File: config.mk
export PLATFORM = sky130hd
export DESIGN_NAME = rx_lane_sync_ctrl_flat
export DESIGN_NICKNAME = d
export VERILOG_FILES = /design/src/rtl/pcie_phy_pkg.sv /design/src/rtl/rx_lane_sync_ctrl_if.sv /design/src/rtl/rx_lane_sync_ctrl_sat.sv /design/src/rtl/rx_lane_sync_ctrl.sv /design/src/flat_wrapper.sv
export SDC_FILE = /design/constraint.sdc
export NUM_CORES = 1
export LEC_CHECK = 0
export CELL_PAD_IN_SITES_DETAIL_PLACEMENT = 2
export CELL_PAD_IN_SITES_GLOBAL_PLACEMENT = 2
export CORE_MARGIN = 5
export CORE_UTILIZATION = 35
export CTS_BUF_LIST = sky130_fd_sc_hd__clkbuf_8
export CTS_CLUSTER_DIAMETER = 200
export DETAILED_ROUTE_END_ITERATION = 7
export PLACE_DENSITY = 0.87
export SYNTH_ARGS = -nofsm -noshare
export SYNTH_HDL_FRONTEND = slang
export SYNTH_SLANG_ARGS = --single-unit
File: constraint.sdc
create_clock -name clk_4f -period 2.3 [get_ports clk_4f]
set_clock_uncertainty 0.1 [all_clocks]
set_input_delay 0.345 -clock clk_4f [delete_from_list [all_inputs] [get_ports clk_4f]]
set_output_delay 0.345 -clock clk_4f [all_outputs]
set_load 0.05 [all_outputs]
File: src/rtl/pcie_phy_pkg.sv
// Shared PHY definitions: comma symbol and lane-sync FSM state encoding.
// Also used by the transmit-side idle-insertion logic.
package pcie_phy_pkg;

    localparam logic [7:0] COM_SYM_DEFAULT = 8'hBC;

    typedef enum logic [2:0] {
        ST_IDLE    = 3'd0,
        ST_HUNT    = 3'd1,
        ST_ALIGN   = 3'd2,
        ST_LOCKED  = 3'd3,
        ST_RECOVER = 3'd4
    } lane_state_e;

    function automatic logic is_clean_com(input logic       valid,
                                          input logic       err,
                                          input logic [7:0] data,
                                          input logic [7:0] com);
        return valid && !err && (data == com);
    endfunction

endpackage

File: src/rtl/rx_lane_sync_ctrl_if.sv
// Byte stream from the deserializer and the payload stream to the link layer.
interface rx_lane_sync_ctrl_if;
    logic       byte_valid;
    logic [7:0] byte_in;
    logic       byte_err;
    logic       data_valid_out;
    logic [7:0] data_out;

    modport master (
        output byte_valid, byte_in, byte_err,
        input  data_valid_out, data_out
    );

    modport slave (
        input  byte_valid, byte_in, byte_err,
        output data_valid_out, data_out
    );
endinterface

File: src/rtl/rx_lane_sync_ctrl_sat.sv
// Saturating up-counter with synchronous clear (clear wins over increment).
module sat_counter #(
    parameter int unsigned WIDTH = 8
) (
    input  logic             clk,
    input  logic             rst_n,
    input  logic             i_inc,
    input  logic             i_clr,
    output logic [WIDTH-1:0] o_count,
    output logic             o_sat
);

    logic [WIDTH-1:0] r_count;

    always_ff @(posedge clk or negedge rst_n) begin
        if (!rst_n) begin
            r_count <= '0;
        end else if (i_clr) begin
            r_count <= '0;
        end else if (i_inc && !(&r_count)) begin
            r_count <= r_count + WIDTH'(1);
        end
    end

    assign o_count = r_count;
    assign o_sat   = &r_count;

endmodule

File: src/rtl/rx_lane_sync_ctrl.sv
// Receive-lane sync controller: hunts for COM symbols, locks the lane, forwards
// payload while locked and reports loss of sync from errors or stream gaps.
module rx_lane_sync_ctrl
    import pcie_phy_pkg::*;
#(
    parameter logic [7:0]  COM_SYM     = COM_SYM_DEFAULT,
    parameter int unsigned LOCK_COUNT  = 4,
    parameter int unsigned ERR_LIMIT   = 3,
    parameter int unsigned GAP_TIMEOUT = 16
) (
    input  logic                 clk_4f,
    input  logic                 reset,
    input  logic                 enable,
    rx_lane_sync_ctrl_if.slave   lane,
    output logic                 sync_locked,
    output logic                 sync_lost,
    output logic [7:0]           loss_count,
    output logic [2:0]           state_out
);

    lane_state_e r_state;
    logic [3:0]  r_com_cnt;
    logic [3:0]  r_err_cnt;
    logic        r_data_valid;
    logic [7:0]  r_data;
    logic        r_sync_locked;
    logic        r_sync_lost;

    logic        w_clean_com;
    logic        w_in_locked;
    logic        w_err_trip;
    logic        w_gap_inc;
    logic        w_gap_clr;
    logic        w_gap_trip;
    logic        w_gap_sat;
    logic [7:0]  w_gap_cnt;
    logic        w_loss;
    logic        w_loss_sat;
    logic [7:0]  w_loss_cnt;

    assign w_clean_com = is_clean_com(lane.byte_valid, lane.byte_err, lane.byte_in, COM_SYM);
    assign w_in_locked = enable && (r_state == ST_LOCKED);

    // Errors only accumulate on consecutive errored bytes; idle cycles leave the count alone.
    assign w_err_trip = w_in_locked && lane.byte_valid && lane.byte_err &&
                        (({1'b0, r_err_cnt} + 5'd1) == 5'(ERR_LIMIT));

    assign w_gap_inc  = w_in_locked && !lane.byte_valid;
    assign w_gap_trip = w_gap_inc && (({1'b0, w_gap_cnt} + 9'd1) == 9'(GAP_TIMEOUT));
    assign w_gap_clr  = !w_gap_inc || w_gap_trip;
    assign w_loss     = w_err_trip || w_gap_trip;

    sat_counter #(.WIDTH(8)) u_gap_cnt (
        .clk     (clk_4f),
        .rst_n   (reset),
        .i_inc   (w_gap_inc && !w_gap_sat),
        .i_clr   (w_gap_clr),
        .o_count (w_gap_cnt),
        .o_sat   (w_gap_sat)
    );

    sat_counter #(.WIDTH(8)) u_loss_cnt (
        .clk     (clk_4f),
        .rst_n   (reset),
        .i_inc   (w_loss && !w_loss_sat),
        .i_clr   (1'b0),
        .o_count (w_loss_cnt),
        .o_sat   (w_loss_sat)
    );

    always_ff @(posedge clk_4f or negedge reset) begin
        if (!reset) begin
            r_state       <= ST_IDLE;
            r_com_cnt     <= '0;
            r_err_cnt     <= '0;
            r_data_valid  <= 1'b0;
            r_data        <= '0;
            r_sync_locked <= 1'b0;
            r_sync_lost   <= 1'b0;
        end else if (!enable) begin
            r_state       <= ST_IDLE;
            r_com_cnt     <= '0;
            r_err_cnt     <= '0;
            r_data_valid  <= 1'b0;
            r_data        <= '0;
            r_sync_locked <= 1'b0;
            r_sync_lost   <= 1'b0;
        end else begin
            r_data_valid <= 1'b0;
            r_sync_lost  <= 1'b0;
            case (r_state)
                ST_IDLE: begin
                    r_state <= ST_HUNT;
                end
                ST_HUNT: begin
                    if (w_clean_com) begin
                        if (LOCK_COUNT == 1) begin
                            r_state       <= ST_LOCKED;
                            r_sync_locked <= 1'b1;
                            r_com_cnt     <= '0;
                        end else begin
                            r_state   <= ST_ALIGN;
                            r_com_cnt <= 4'd1;
                        end
                    end
                end
                ST_ALIGN: begin
                    if (lane.byte_valid) begin
                        if (!w_clean_com) begin
                            r_state   <= ST_HUNT;
                            r_com_cnt <= '0;
                        end else if (({1'b0, r_com_cnt} + 5'd1) == 5'(LOCK_COUNT)) begin
                            r_state       <= ST_LOCKED;
                            r_sync_locked <= 1'b1;
                            r_com_cnt     <= '0;
                        end else begin
                            r_com_cnt <= r_com_cnt + 4'd1;
                        end
                    end
                end
                ST_LOCKED: begin
                    if (w_loss) begin
                        r_state       <= ST_RECOVER;
                        r_sync_lost   <= 1'b1;
                        r_sync_locked <= 1'b0;
                        r_err_cnt     <= '0;
                    end else if (lane.byte_valid && !lane.byte_err) begin
                        r_err_cnt <= '0;
                        if (lane.byte_in != COM_SYM) begin
                            r_data       <= lane.byte_in;
                            r_data_valid <= 1'b1;
                        end
                    end else if (lane.byte_valid) begin
                        r_err_cnt <= r_err_cnt + 4'd1;
                    end
                end
                ST_RECOVER: begin
                    r_state   <= ST_HUNT;
                    r_com_cnt <= '0;
                    r_err_cnt <= '0;
                end
                default: begin
                    r_state       <= ST_IDLE;
                    r_sync_locked <= 1'b0;
                end
            endcase
        end
    end

    assign lane.data_valid_out = r_data_valid;
    assign lane.data_out       = r_data;
    assign sync_locked         = r_sync_locked;
    assign sync_lost           = r_sync_lost;
    assign loss_count          = w_loss_cnt;
    assign state_out           = r_state;

endmodule

File: src/flat_wrapper.sv
// flat-port wrapper written by rule: the top's interface ports become plain ports
module rx_lane_sync_ctrl_flat import pcie_phy_pkg::*;
#(
    parameter logic [7:0]  COM_SYM     = COM_SYM_DEFAULT,
    parameter int unsigned LOCK_COUNT  = 4,
    parameter int unsigned ERR_LIMIT   = 3,
    parameter int unsigned GAP_TIMEOUT = 16
)
  (clk_4f, reset, enable, sync_locked, sync_lost, loss_count, state_out, lane_byte_valid, lane_byte_in, lane_byte_err, lane_data_valid_out, lane_data_out);
  rx_lane_sync_ctrl_if lane_i ();
  input  logic clk_4f;
  input  logic reset;
  input  logic enable;
  output logic sync_locked;
  output logic sync_lost;
  output logic [7:0] loss_count;
  output logic [2:0] state_out;
  input wire logic [$bits(lane_i.byte_valid)-1:0] lane_byte_valid;
  input wire logic [$bits(lane_i.byte_in)-1:0] lane_byte_in;
  input wire logic [$bits(lane_i.byte_err)-1:0] lane_byte_err;
  output wire logic [$bits(lane_i.data_valid_out)-1:0] lane_data_valid_out;
  output wire logic [$bits(lane_i.data_out)-1:0] lane_data_out;
  assign lane_i.byte_valid = lane_byte_valid;
  assign lane_i.byte_in = lane_byte_in;
  assign lane_i.byte_err = lane_byte_err;
  assign lane_data_valid_out = lane_i.data_valid_out;
  assign lane_data_out = lane_i.data_out;
  rx_lane_sync_ctrl #(.COM_SYM(COM_SYM), .LOCK_COUNT(LOCK_COUNT), .ERR_LIMIT(ERR_LIMIT), .GAP_TIMEOUT(GAP_TIMEOUT)) u_core (.clk_4f(clk_4f), .reset(reset), .enable(enable), .lane(lane_i), .sync_locked(sync_locked), .sync_lost(sync_lost), .loss_count(loss_count), .state_out(state_out));
endmodule
==> summary.txt, run 1 <==
Run status: completed
Largest cells by area after synthesis: dfrtp_1, nor2_1, nand2_1
Grt met2 use: 35.2%
Placed cell area: 2770 um^2
Syn Area/Cell: 10.1 um^2
Die Y-Extent: 89.5 um
Net count, final: 295
Crit path max fanout: 9
Final WS setup: 0.111 ns
Routability Congestion: 0.814
WS Path Type: reg2reg
CTS tree: built
Crit end category: flop
Initial Util: 35.5%
Sink Count: 38
Final ANT Viol Nets: 0
Register area: 951 um^2
RSZ-0062 raised after global routing: false
Root buffer cell: clkbuf_8
Commonest cells after routing, fill and taps aside: dfrtp_1, clkdlybuf4s50_1, nor2_1
Max VDD drop: 0.261 mV
Slew margin rel.: 65.2%
Final Critical Period: 2.19 ns
Pin count of the biggest net entering global routing: 16
Placement Setup Slack: -0.0839 ns
Mapped Area: 2210 um^2
Wirelength per Cell: 19.7 um
Syn_nets: 238
Asr flop ratio synth: 100%
Sw Pwr: 340 uW
Number of max-cap violations: 0
GR met3 Demand/Resource: 4.70%
Multi-input logic area: 1210 um^2
Worst Path Required: 2.38 ns
Cell Count, Final, Fillers Out: 355
Cells after DPL: 345
Drt drc: 0
Final Instance Area: 2880 um^2
Int Power: 965 uW
Vias/cell: 5.38
Gate Count Post-Synth: 220
Primary FF master, synth: dfrtp_1
H-tree depth: 2
Total global-route track usage: 19.2%
I/O pin total: 35
Top delay family on crit path: simple AND/OR/NAND/NOR gates
Leak: 1.29 nW
Pwr/cell area: 453 nW/um^2
Min Hold Slack: 0.393 ns
Count of cell types in the netlist: 57
# setup viols final: 0
Std cell rows: 29
Power Total: 1.31 mW
Chip Width: 89.5 um
Clock power frac: 38.3%
Vias in the first global route: 2209
First-pass DRT Iterations: 4
Final-report hold violation count: 0
WP buf/inv: 1
Gr ovfl total: 0
Commonest non-fill, non-tap cell in the layout: dfrtp_1
Port-buffer cells: 34
Synthesis Warnings: 0
Gr busiest metal: met2
Post-synth EDFFs: 0
Initial antenna violation count: 0
Layout fillers: 654
Fraction of power spent switching nets: 26.0%
F_max: 457 MHz
Dpl hpwl: 5.28 mm
Area Growth Syn to Fin: 30.1%
Vias: 1911
Worst endpoint data arrival time: 2.27 ns
Post-Route Utilization: 46.2%
Comb power frac: 9.5%
Slew at the pin closest to its max-slew limit: 0.520 ns
CP max-delay cell: dfrtp_1
Core area: 6240 um^2
GR Util met1: 21.6%
Post-cts gate resize count: 0
#FFs+latches synth: 38
Max-slew violation count: 0
Crit path largest cell delay: 0.40 ns
Fin Setup TNS: 0 ns
Inserted Clock Buffers: 5
Critical Path, Cell by Cell: ha_1 > or2_2 > o21ai_0 > nand3_1 > buf_4 > a21boi_0 > mux2_2
Fin crit share: 95.2%
Leading area contributor after synthesis: dfrtp_1
Layout cells sized above 1: 19.1%
Class of the worst hold path: in2async
Initial DRC count: 45
WL final: 7.01 mm
Yosys top cell area share: 43.0%
Seq/Total Area, Yosys: 43.0%
R2R setup slack: 0.11 ns
Ant diodes: 0
Worst-Skew Late Latency: 0.30 ns
Clock transition at path regs: 0.08 ns
First-pass GRT wire length: 11.5 mm
Clk buf depth: 2
DIE AREA: 8010 um^2
Critical path startpoint category: flop
Sequential share of power: 52.2%
-- synthesized netlist by cell type (all sizes together), types with 3 or more instances --
cell    instances
a211oi          3
inv             7
xor2            6
nor4b           3
nand2b          6
a21oi          12
nand2          23
xnor2           5
and2            4
dfrtp          38
mux2            8
nand3           8
nand4           4
nor2           24
o21ai          12
buf             4
mux2i           9
and3            4
ha              5
-- routing by layer --
metal	wire, um	part of all wire [%]
met5	0	0
met4	118	1.7
met3	232	3.3
met2	3790	54
met1	2870	41
-- worst paths after layout --
check | start | endpoint | cells past startpoint
max in group asynchronous | reset | u_core.r_err_cnt[3] | 3
setup reg to reg | u_core.r_err_cnt[0] | u_core.u_loss_cnt.o_count[2] | 7
hold reg to reg | u_core.u_loss_cnt.o_count[5] | u_core.u_loss_cnt.o_count[5] | 1
hold / removal | reset | u_core.lane.data_out[0] | 2
setup / recovery | u_core.r_err_cnt[0] | u_core.u_loss_cnt.o_count[2] | 7
min in group clk_4f | u_core.u_loss_cnt.o_count[5] | u_core.u_loss_cnt.o_count[5] | 1
-- layout make-up --
class	instances	share of cell area, %
Timing Repair Buffer	55	17.5
Inverter	7	0.912
Multi-Input combinational cell	170	41.9
Tap cell	77	3.34
Clock inverter	2	0.434
Clock buffer	6	2.87
Sequential cell	38	33.0
-- power by group through the flow --
| stage | Clock, mW | Sequential [mW] | Combinational [mW] |
|---|---|---|---|
| after floorplan | 0 | 0.701 | 0.0362 |
| after global placement | 0 | 0.694 | 0.116 |
| after detailed placement | 0 | 0.694 | 0.122 |
| after CTS | 0.519 | 0.681 | 0.126 |
| after global routing | 0.548 | 0.682 | 0.136 |
| final | 0.500 | 0.681 | 0.124 |
-- state kept, by name, summed over array words and instances (netlist names) --
signal,flops
u_core.lane.data_valid_out,1
u_core.u_gap_cnt.o_count,8
u_core.state_out,3
u_core.r_com_cnt,4
u_core.r_err_cnt,4
u_core.sync_locked,1
u_core.u_loss_cnt.o_count,8
u_core.sync_lost,1
u_core.lane.data_out,8
-- kinds of logic after synthesis --
family | after synthesis | synth area share (%)
AND/OR/NAND/NOR | 96 | 25.2
AO/OA/AOI/OAI | 40 | 13.0
flip-flops | 38 | 43.0
multiplexers | 17 | 8.71
buffers and inverters | 12 | 2.54
XOR/XNOR | 11 | 4.35
adder cells (fa/ha/maj) | 6 | 3.28
-- repair_timing --
action | 4_1_cts | 5_1_grt
hold endpoints to repair | 13 | 0
hold buffers | 1 | 0
endpoints found under the setup margin | 0 | 1
buffers inserted | 0 | 1
Note: power is estimated with default switching activity, not from simulation.
==> run 2: changes to the inputs <==
--- a/config.mk
+++ b/config.mk
@@ -5,14 +5,15 @@
 export SDC_FILE = /design/constraint.sdc
 export NUM_CORES = 1
 export LEC_CHECK = 0
+export CAP_MARGIN = 20
 export CELL_PAD_IN_SITES_DETAIL_PLACEMENT = 2
 export CELL_PAD_IN_SITES_GLOBAL_PLACEMENT = 2
 export CORE_MARGIN = 5
-export CORE_UTILIZATION = 35
+export CORE_UTILIZATION = 30
 export CTS_BUF_LIST = sky130_fd_sc_hd__clkbuf_8
 export CTS_CLUSTER_DIAMETER = 200
 export DETAILED_ROUTE_END_ITERATION = 7
-export PLACE_DENSITY = 0.87
+export PLACE_DENSITY = 0.77
 export SYNTH_ARGS = -nofsm -noshare
 export SYNTH_HDL_FRONTEND = slang
 export SYNTH_SLANG_ARGS = --single-unit
==> run 2 against run 1 <==
Effect of this change: global-route usage decreased by 4.3 points; sequential share of layout area shrank 0.17 points; via count is 1.5% lower; power fell by 5.5%; non-clock buffer count is the same; first-iteration DRC count unchanged; die area rose by 15%; worst setup slack better by 0.040 ns; register-to-register slack improved by 0.04 ns; sequential power about the same; count of clock-buffer cells in the layout down 1; hold slack better by 0.0048 ns; critical path type unchanged; largest power group unchanged; highest routed layer unchanged.
==> summary.txt, run 2 (synthesis gave the netlist of run 1 again) <==
Inserted Clock Buffers: 5 (unchanged)
Max VDD drop: 0.219 mV (was 0.261 mV)
DIE AREA: 9200 um^2 (was 8010 um^2)
First-pass DRT Iterations: 4 (unchanged)
Layout fillers: 795 (was 654)
Initial antenna violation count: 0 (unchanged)
Pwr/cell area: 426 nW/um^2 (was 453 nW/um^2)
Initial Util: 30.7% (was 35.5%)
Vias in the first global route: 2082 (was 2209)
Fraction of power spent switching nets: 25.1% (was 26.0%)
Sequential share of power: 55.1% (was 52.2%)
Register area: 951 um^2 (unchanged)
Crit path max fanout: 4 (was 9)
Pin count of the biggest net entering global routing: 24 (was 16)
GR Util met1: 16.9% (was 21.6%)
Clk buf depth: 2 (unchanged)
Critical path startpoint category: flop (unchanged)
Ant diodes: 0 (unchanged)
CP max-delay cell: or4_4 (was dfrtp_1)
Power Total: 1.23 mW (was 1.31 mW)
Routability Congestion: 0.775 (was 0.814)
First-pass GRT wire length: 10.4 mm (was 11.5 mm)
Cell Count, Final, Fillers Out: 376 (was 355)
Max-slew violation count: 0 (unchanged)
F_max: 465 MHz (was 457 MHz)
Clock transition at path regs: 0.08 ns (about the same)
Top delay family on crit path: compound AO/OA/AOI/OAI gates (was simple AND/OR/NAND/NOR gates)
Number of max-cap violations: 0 (unchanged)
Initial DRC count: 45 (unchanged)
WL final: 6.38 mm (was 7.01 mm)
Gr ovfl total: 0 (unchanged)
Leak: 1.29 nW (about the same)
Layout cells sized above 1: 18.1% (was 19.1%)
FF-to-FF End: u_core.r_err_cnt[2] (was u_core.u_loss_cnt.o_count[2])
Gr busiest metal: met2 (unchanged)
R2R setup slack: 0.15 ns (was 0.11 ns)
Worst Path Required: 2.38 ns (about the same)
Crit path largest cell delay: 0.49 ns (was 0.40 ns)
WS Path Type: reg2reg (unchanged)
Chip Width: 95.9 um (was 89.5 um)
Multi-input logic area: 1210 um^2 (about the same)
Worst-Skew Late Latency: 0.30 ns (about the same)
Fin crit share: 93.4% (was 95.2%)
Class of the worst hold path: in2async (unchanged)
Sink Count: 38 (unchanged)
Die Y-Extent: 95.9 um (was 89.5 um)
Worst endpoint data arrival time: 2.23 ns (was 2.27 ns)
Final-report hold violation count: 0 (unchanged)
Clock power frac: 35.2% (was 38.3%)
Cells after DPL: 367 (was 345)
Vias/cell: 5.01 (was 5.38)
Total global-route track usage: 14.9% (was 19.2%)
CTS tree: built (unchanged)
Area Growth Syn to Fin: 30.8% (was 30.1%)
Int Power: 923 uW (was 965 uW)
Net count, final: 295 (unchanged)
Grt met2 use: 26.8% (was 35.2%)
Slew at the pin closest to its max-slew limit: 0.527 ns (was 0.520 ns)
Drt drc: 0 (unchanged)
Port-buffer cells: 34 (unchanged)
WP buf/inv: 0 (was 1)
Core area: 7210 um^2 (was 6240 um^2)
Slew margin rel.: 64.8% (was 65.2%)
Wirelength per Cell: 17.0 um (was 19.7 um)
Final Critical Period: 2.15 ns (was 2.19 ns)
Worst r2r src: u_core.u_gap_cnt.o_count[0] (was u_core.r_err_cnt[0])
H-tree depth: 2 (unchanged)
Critical Path, Cell by Cell: ha_1 > nand2_1 > or4_4 > o21ai_4 > o21ai_2 > a221o_1 (was ha_1 > or2_2 > o21ai_0 > nand3_1 > buf_4 > a21boi_0 > mux2_2)
Reg2reg path depth: 6 (was 7)
Commonest non-fill, non-tap cell in the layout: dfrtp_1 (unchanged)
Commonest cells after routing, fill and taps aside: dfrtp_1, clkdlybuf4s50_1, nor2_1 (unchanged)
Final ANT Viol Nets: 0 (unchanged)
Root buffer cell: clkbuf_8 (unchanged)
# setup viols final: 0 (unchanged)
Dpl hpwl: 4.95 mm (was 5.28 mm)
Vias: 1882 (was 1911)
I/O pin total: 35 (unchanged)
Sw Pwr: 309 uW (was 340 uW)
GR met3 Demand/Resource: 5.16% (was 4.70%)
Run status: completed (unchanged)
Std cell rows: 31 (was 29)
Crit end category: flop (unchanged)
Comb power frac: 9.7% (was 9.5%)
RSZ-0062 raised after global routing: false (unchanged)
==> run 2: through the flow <==
| step | worst slack, ns | area (um^2) | hold slack (ns) | utilization (%) | setup TNS, ns |
|---|---|---|---|---|---|
| after global placement | 0.00648 | 2800 | 0.185 | 38.8 | 0 |
| after CTS | 0.0513 | 2880 | 0.408 | 40.0 | 0 |
| after global routing | 0.0398 | 2900 | 0.423 | 40.1 | 0 |
| final | 0.151 | 2900 | 0.398 | 40.1 | 0 |
| after detailed placement | -0.0266 | 2800 | 0.197 | 38.8 | -0.0266 |
| after floorplan | 0.0547 | 2210 | -0.0506 | - | 0 |
==> run 2: how the worst max path moves through the flow <==
| stage | end | depth (start not counted) | start | slack [ns] |
|---|---|---|---|---|
| finish | u_core.r_err_cnt[2] | 6 | u_core.u_gap_cnt.o_count[0] | 0.15 |
| global route | u_core.r_err_cnt[2] | 6 | u_core.u_gap_cnt.o_count[0] | 0.04 |
| CTS | u_core.r_err_cnt[2] | 6 | u_core.u_gap_cnt.o_count[0] | 0.05 |
| detailed placement | u_core.state_out[0] | 6 | lane_byte_in[1] | -0.03 |
| global placement | u_core.state_out[0] | 6 | lane_byte_in[1] | 0.006 |
| floorplan | u_core.state_out[0] | 6 | u_core.state_out[2] | 0.05 |
==> run 2: repair_timing <==
action,4_1_cts,5_1_grt
hold endpoints to repair,15,0
setup endpoints to repair,0,3
resized for setup,0,2
hold buffers,1,0
setup buffers,0,1
==> run 2: metal layers <==
layer / share of wire, % / vias up / wire length, um
met1: 42 / 947 / 2710
met2: 51 / 33 / 3270
met4: 0.83 / 0 / 53
met3: 5.4 / 7 / 344
li1: - / 895 / -
met5: 0 / - / 0
==> run 2: power groups by stage <==
stage               logic [mW]  clock network, mW  registers (mW)
finish                   0.120              0.434           0.679
global route             0.133              0.485           0.680
CTS                      0.123              0.457           0.679
detailed placement       0.121                  0           0.692
global placement         0.119                  0           0.692
floorplan               0.0362                  0           0.701
==> run 2: cell type report <==
cell class	count	area share [%]
clock buffer	5	2.38
clock inverter	2	0.259
inverter	7	0.908
multi-input combinational	170	41.8
sequential	38	32.8
tap	99	4.28
timing repair buffer	55	17.5
==> run 3: changes to the inputs <==
--- a/config.mk
+++ b/config.mk
@@ -8,12 +8,13 @@
 export CAP_MARGIN = 20
 export CELL_PAD_IN_SITES_DETAIL_PLACEMENT = 2
 export CELL_PAD_IN_SITES_GLOBAL_PLACEMENT = 2
-export CORE_MARGIN = 5
+export CORE_ASPECT_RATIO = 0.7
 export CORE_UTILIZATION = 30
 export CTS_BUF_LIST = sky130_fd_sc_hd__clkbuf_8
 export CTS_CLUSTER_DIAMETER = 200
 export DETAILED_ROUTE_END_ITERATION = 7
-export PLACE_DENSITY = 0.77
+export PLACE_DENSITY = 0.76
 export SYNTH_ARGS = -nofsm -noshare
 export SYNTH_HDL_FRONTEND = slang
+export SYNTH_HIERARCHICAL = 1
 export SYNTH_SLANG_ARGS = --single-unit
==> run 3 against run 2 <==
Effect of this change: global-route usage rose by 3.0 points; die area decreased by 15%; utilization increased by 2.0 points; sequential share of layout area down 0.31 points; final cell count is 2.4% lower; routed wire length grew 2.1%.
==> summary.txt, run 3 <==
Clock transition at path regs: 0.08 ns (about the same)
Initial antenna violation count: 0 (unchanged)
Cell Count, Final, Fillers Out: 367 (was 376)
Post-synth EDFFs: 0 (unchanged)
Reg2reg path depth: 9 (was 6)
Die Y-Extent: 74.2 um (was 95.9 um)
WL final: 6.51 mm (was 6.38 mm)
Port-buffer cells: 34 (unchanged)
Worst endpoint data arrival time: 2.32 ns (was 2.23 ns)
Final ANT Viol Nets: 0 (unchanged)
Final Critical Period: 2.22 ns (was 2.15 ns)
Leak: 1.24 nW (was 1.29 nW)
Synthesis Warnings: 6 (was 0)
Worst hold stages: 1
Primary FF master, synth: dfrtp_1 (unchanged)
Crit path top cell by count: buf_4
Pin count of the biggest net entering global routing: 26 (was 24)
First-pass DRT Iterations: 4 (unchanged)
Leading area contributor after synthesis: dfrtp_1 (unchanged)
Total global-route track usage: 17.9% (was 14.9%)
Commonest non-fill, non-tap cell in the layout: dfrtp_1 (unchanged)
Run status: completed (unchanged)
WS Path Type: reg2reg (unchanged)
Vias/cell: 5.20 (was 5.01)
# setup viols final: 0 (unchanged)
Final WS setup: 0.0799 ns (was 0.151 ns)
Inserted Clock Buffers: 5 (unchanged)
Critical Path, Cell by Cell: buf_4 > ha_1 > nand4b_1 > o32a_4 > nor2_4 > buf_4 > and4_2 > a31oi_1 > a211oi_2 (was ha_1 > nand2_1 > or4_4 > o21ai_4 > o21ai_2 > a221o_1)
Worst r2r src: u_core/r_err_cnt[1] (was u_core.u_gap_cnt.o_count[0])
Fin crit share: 96.5% (was 93.4%)
Vias: 1910 (was 1882)
Crit path largest cell delay: 0.44 ns (was 0.49 ns)
Routability Congestion: 0.788 (was 0.775)
Net count, final: 290 (was 295)
Mapped Area: 2230 um^2 (was 2210 um^2)
F_max: 450 MHz (was 465 MHz)
Endpoint, Worst Hold: u_core/lane.data_out[6]
Count of cell types in the netlist: 63 (was 57)
Number of max-cap violations: 0 (unchanged)
Vias in the first global route: 2128 (was 2082)
Largest cells by area after synthesis: dfrtp_1, a22o_1, ha_1 (was dfrtp_1, nor2_1, nand2_1)
Dpl hpwl: 4.75 mm (was 4.95 mm)
Root buffer cell: clkbuf_8 (unchanged)
Chip Width: 105 um (was 95.9 um)
Crit path max fanout: 5 (was 4)
First-pass GRT wire length: 10.9 mm (was 10.4 mm)
CP max-delay cell: dfrtp_1 (was or4_4)
I/O pin total: 35 (unchanged)
R2R setup slack: 0.08 ns (was 0.15 ns)
DIE AREA: 7800 um^2 (was 9200 um^2)
Critical path startpoint category: flop (unchanged)
Core area: 6980 um^2 (was 7210 um^2)
Std cell rows: 25 (was 31)
Pwr/cell area: 437 nW/um^2 (was 426 nW/um^2)
Initial Util: 32.0% (was 30.7%)
Seq/Total Area, Yosys: 42.6% (was 43.0%)
Min Hold Slack: 0.405 ns (was 0.398 ns)
Class of the worst hold path: reg2reg (was in2async)
Gr ovfl total: 0 (unchanged)
#FFs+latches synth: 38 (unchanged)
Syn Area/Cell: 10.3 um^2 (was 10.1 um^2)
Ant diodes: 0 (unchanged)
Worst Path Required: 2.40 ns (was 2.38 ns)
Crit end category: flop (unchanged)
Max-slew violation count: 0 (unchanged)
Top cells by count, synth: dfrtp_1, nand2_1, nor2_1 (was dfrtp_1, nor2_1, nand2_1, a21oi_1, o21ai_0)
Sink Count: 38 (unchanged)
Most numerous cell in the Yosys netlist: dfrtp_1 (unchanged)
FF-to-FF End: u_core/u_loss_cnt/o_count[5] (was u_core.r_err_cnt[2])
Gate Count Post-Synth: 216 (was 220)
Max VDD drop: 0.259 mV (was 0.219 mV)
CTS tree: built (unchanged)
Final-report hold violation count: 0 (unchanged)
Commonest cells after routing, fill and taps aside: dfrtp_1, clkdlybuf4s50_1, buf_4 (was dfrtp_1, clkdlybuf4s50_1, nor2_1)
Placement Setup Slack: -0.330 ns (was -0.0266 ns)
Initial DRC count: 35 (was 45)
Worst-Skew Late Latency: 0.29 ns (was 0.30 ns)
Yosys top cell area share: 42.6% (was 43.0%)
Area Growth Syn to Fin: 31.5% (was 30.8%)
Drt drc: 0 (unchanged)
H-tree depth: 2 (unchanged)
Asr flop ratio synth: 100% (unchanged)
Slew at the pin closest to its max-slew limit: 0.610 ns (was 0.527 ns)
Hold Crit Start: u_core/lane.data_out[6]
Layout fillers: 763 (was 795)
Layout cells sized above 1: 22.0% (was 18.1%)
Wirelength per Cell: 17.7 um (was 17.0 um)
Slew margin rel.: 59.3% (was 64.8%)
Clk buf depth: 2 (unchanged)
Cells after DPL: 356 (was 367)
## run 3: area by class of cell
type / instances / area (um^2) / area share (%)
multi-input combinational: 161 / 1250 / 42.5
sequential: 38 / 956 / 32.5
clock inverter: 3 / 11.3 / 0.383
tap: 94 / 118 / 4.00
clock buffer: 5 / 68.8 / 2.34
inverter: 11 / 41.3 / 1.41
timing repair buffer: 55 / 495 / 16.9
## run 3: kinds of logic after synthesis
kind of cell    Yosys count  synth area share [%]
fa+ha+maj                 5                  2.80
mux                       5                  2.75
other cells               1                 0.168
compound gates           60                  22.6
simple gates             87                  24.5
xor+xnor                  2                 0.784
flops                    38                  42.6
buf+inv                  18                  3.86
## run 3: worst max path at each step
stage | start | to | slack [ns] | cells after the start
2_1_floorplan | u_core/state_out[0] | u_core/u_loss_cnt/o_count[7] | 0.003 | 7
3_3_place_gp | enable | u_core/u_loss_cnt/o_count[7] | -0.18 | 8
3_5_place_dp | enable | u_core/u_loss_cnt/o_count[5] | -0.33 | 9
4_1_cts | u_core/r_err_cnt[0] | u_core/u_loss_cnt/o_count[5] | 0.001 | 9
5_1_grt | u_core/r_err_cnt[1] | u_core/u_loss_cnt/o_count[7] | -0.03 | 8
6_report | u_core/r_err_cnt[1] | u_core/u_loss_cnt/o_count[5] | 0.08 | 9
## run 3: repair_timing
action | in CTS | in global routing
hold endpoints to repair | 23 | 0
setup buffers | 0 | 2
resized for setup | 2 | 7
setup endpoints to repair | 2 | 5
pin swaps | 1 | 0
hold buffers | 1 | 0
## run 3: power by group
part	switching, mW	internal (mW)
clock network	0.227	0.202
logic	0.0928	0.0681
registers	0.0162	0.679
total	0.336	0.949
## run 3: worst max-delay path, delay by kind of cell, from the launching register on
| family | cells | cell delay (ns) |
|---|---|---|
| AO/OA/AOI/OAI | 3 | 0.63 |
| AND/OR/NAND/NOR | 3 | 0.52 |
| flip-flops | 1 | 0.44 |
| buffers and inverters | 2 | 0.29 |
| adder cells (fa/ha/maj) | 1 | 0.16 |
## run 3: through the flow
step / instance area, um^2 / TNS [ns] / total power, mW / util, %
6_report: 2940 / 0 / 1.29 / 42.1
4_1_cts: 2880 / 0 / 1.30 / 41.3
3_3_place_gp: 2790 / -0.986 / 0.850 / 39.9
3_5_place_dp: 2790 / -2.37 / 0.854 / 39.9
2_1_floorplan: 2250 / 0 / 0.780 / -
5_1_grt: 2940 / -0.0325 / 1.36 / 42.1
## run 3: routing by layer
layer	up-vias	wire length, um	track usage, %
met5	-	0	0
met4	0	28	3.76
met3	5	128	2.98
met2	17	2930	29.3
met1	965	3420	25.3
li1	923	-	-
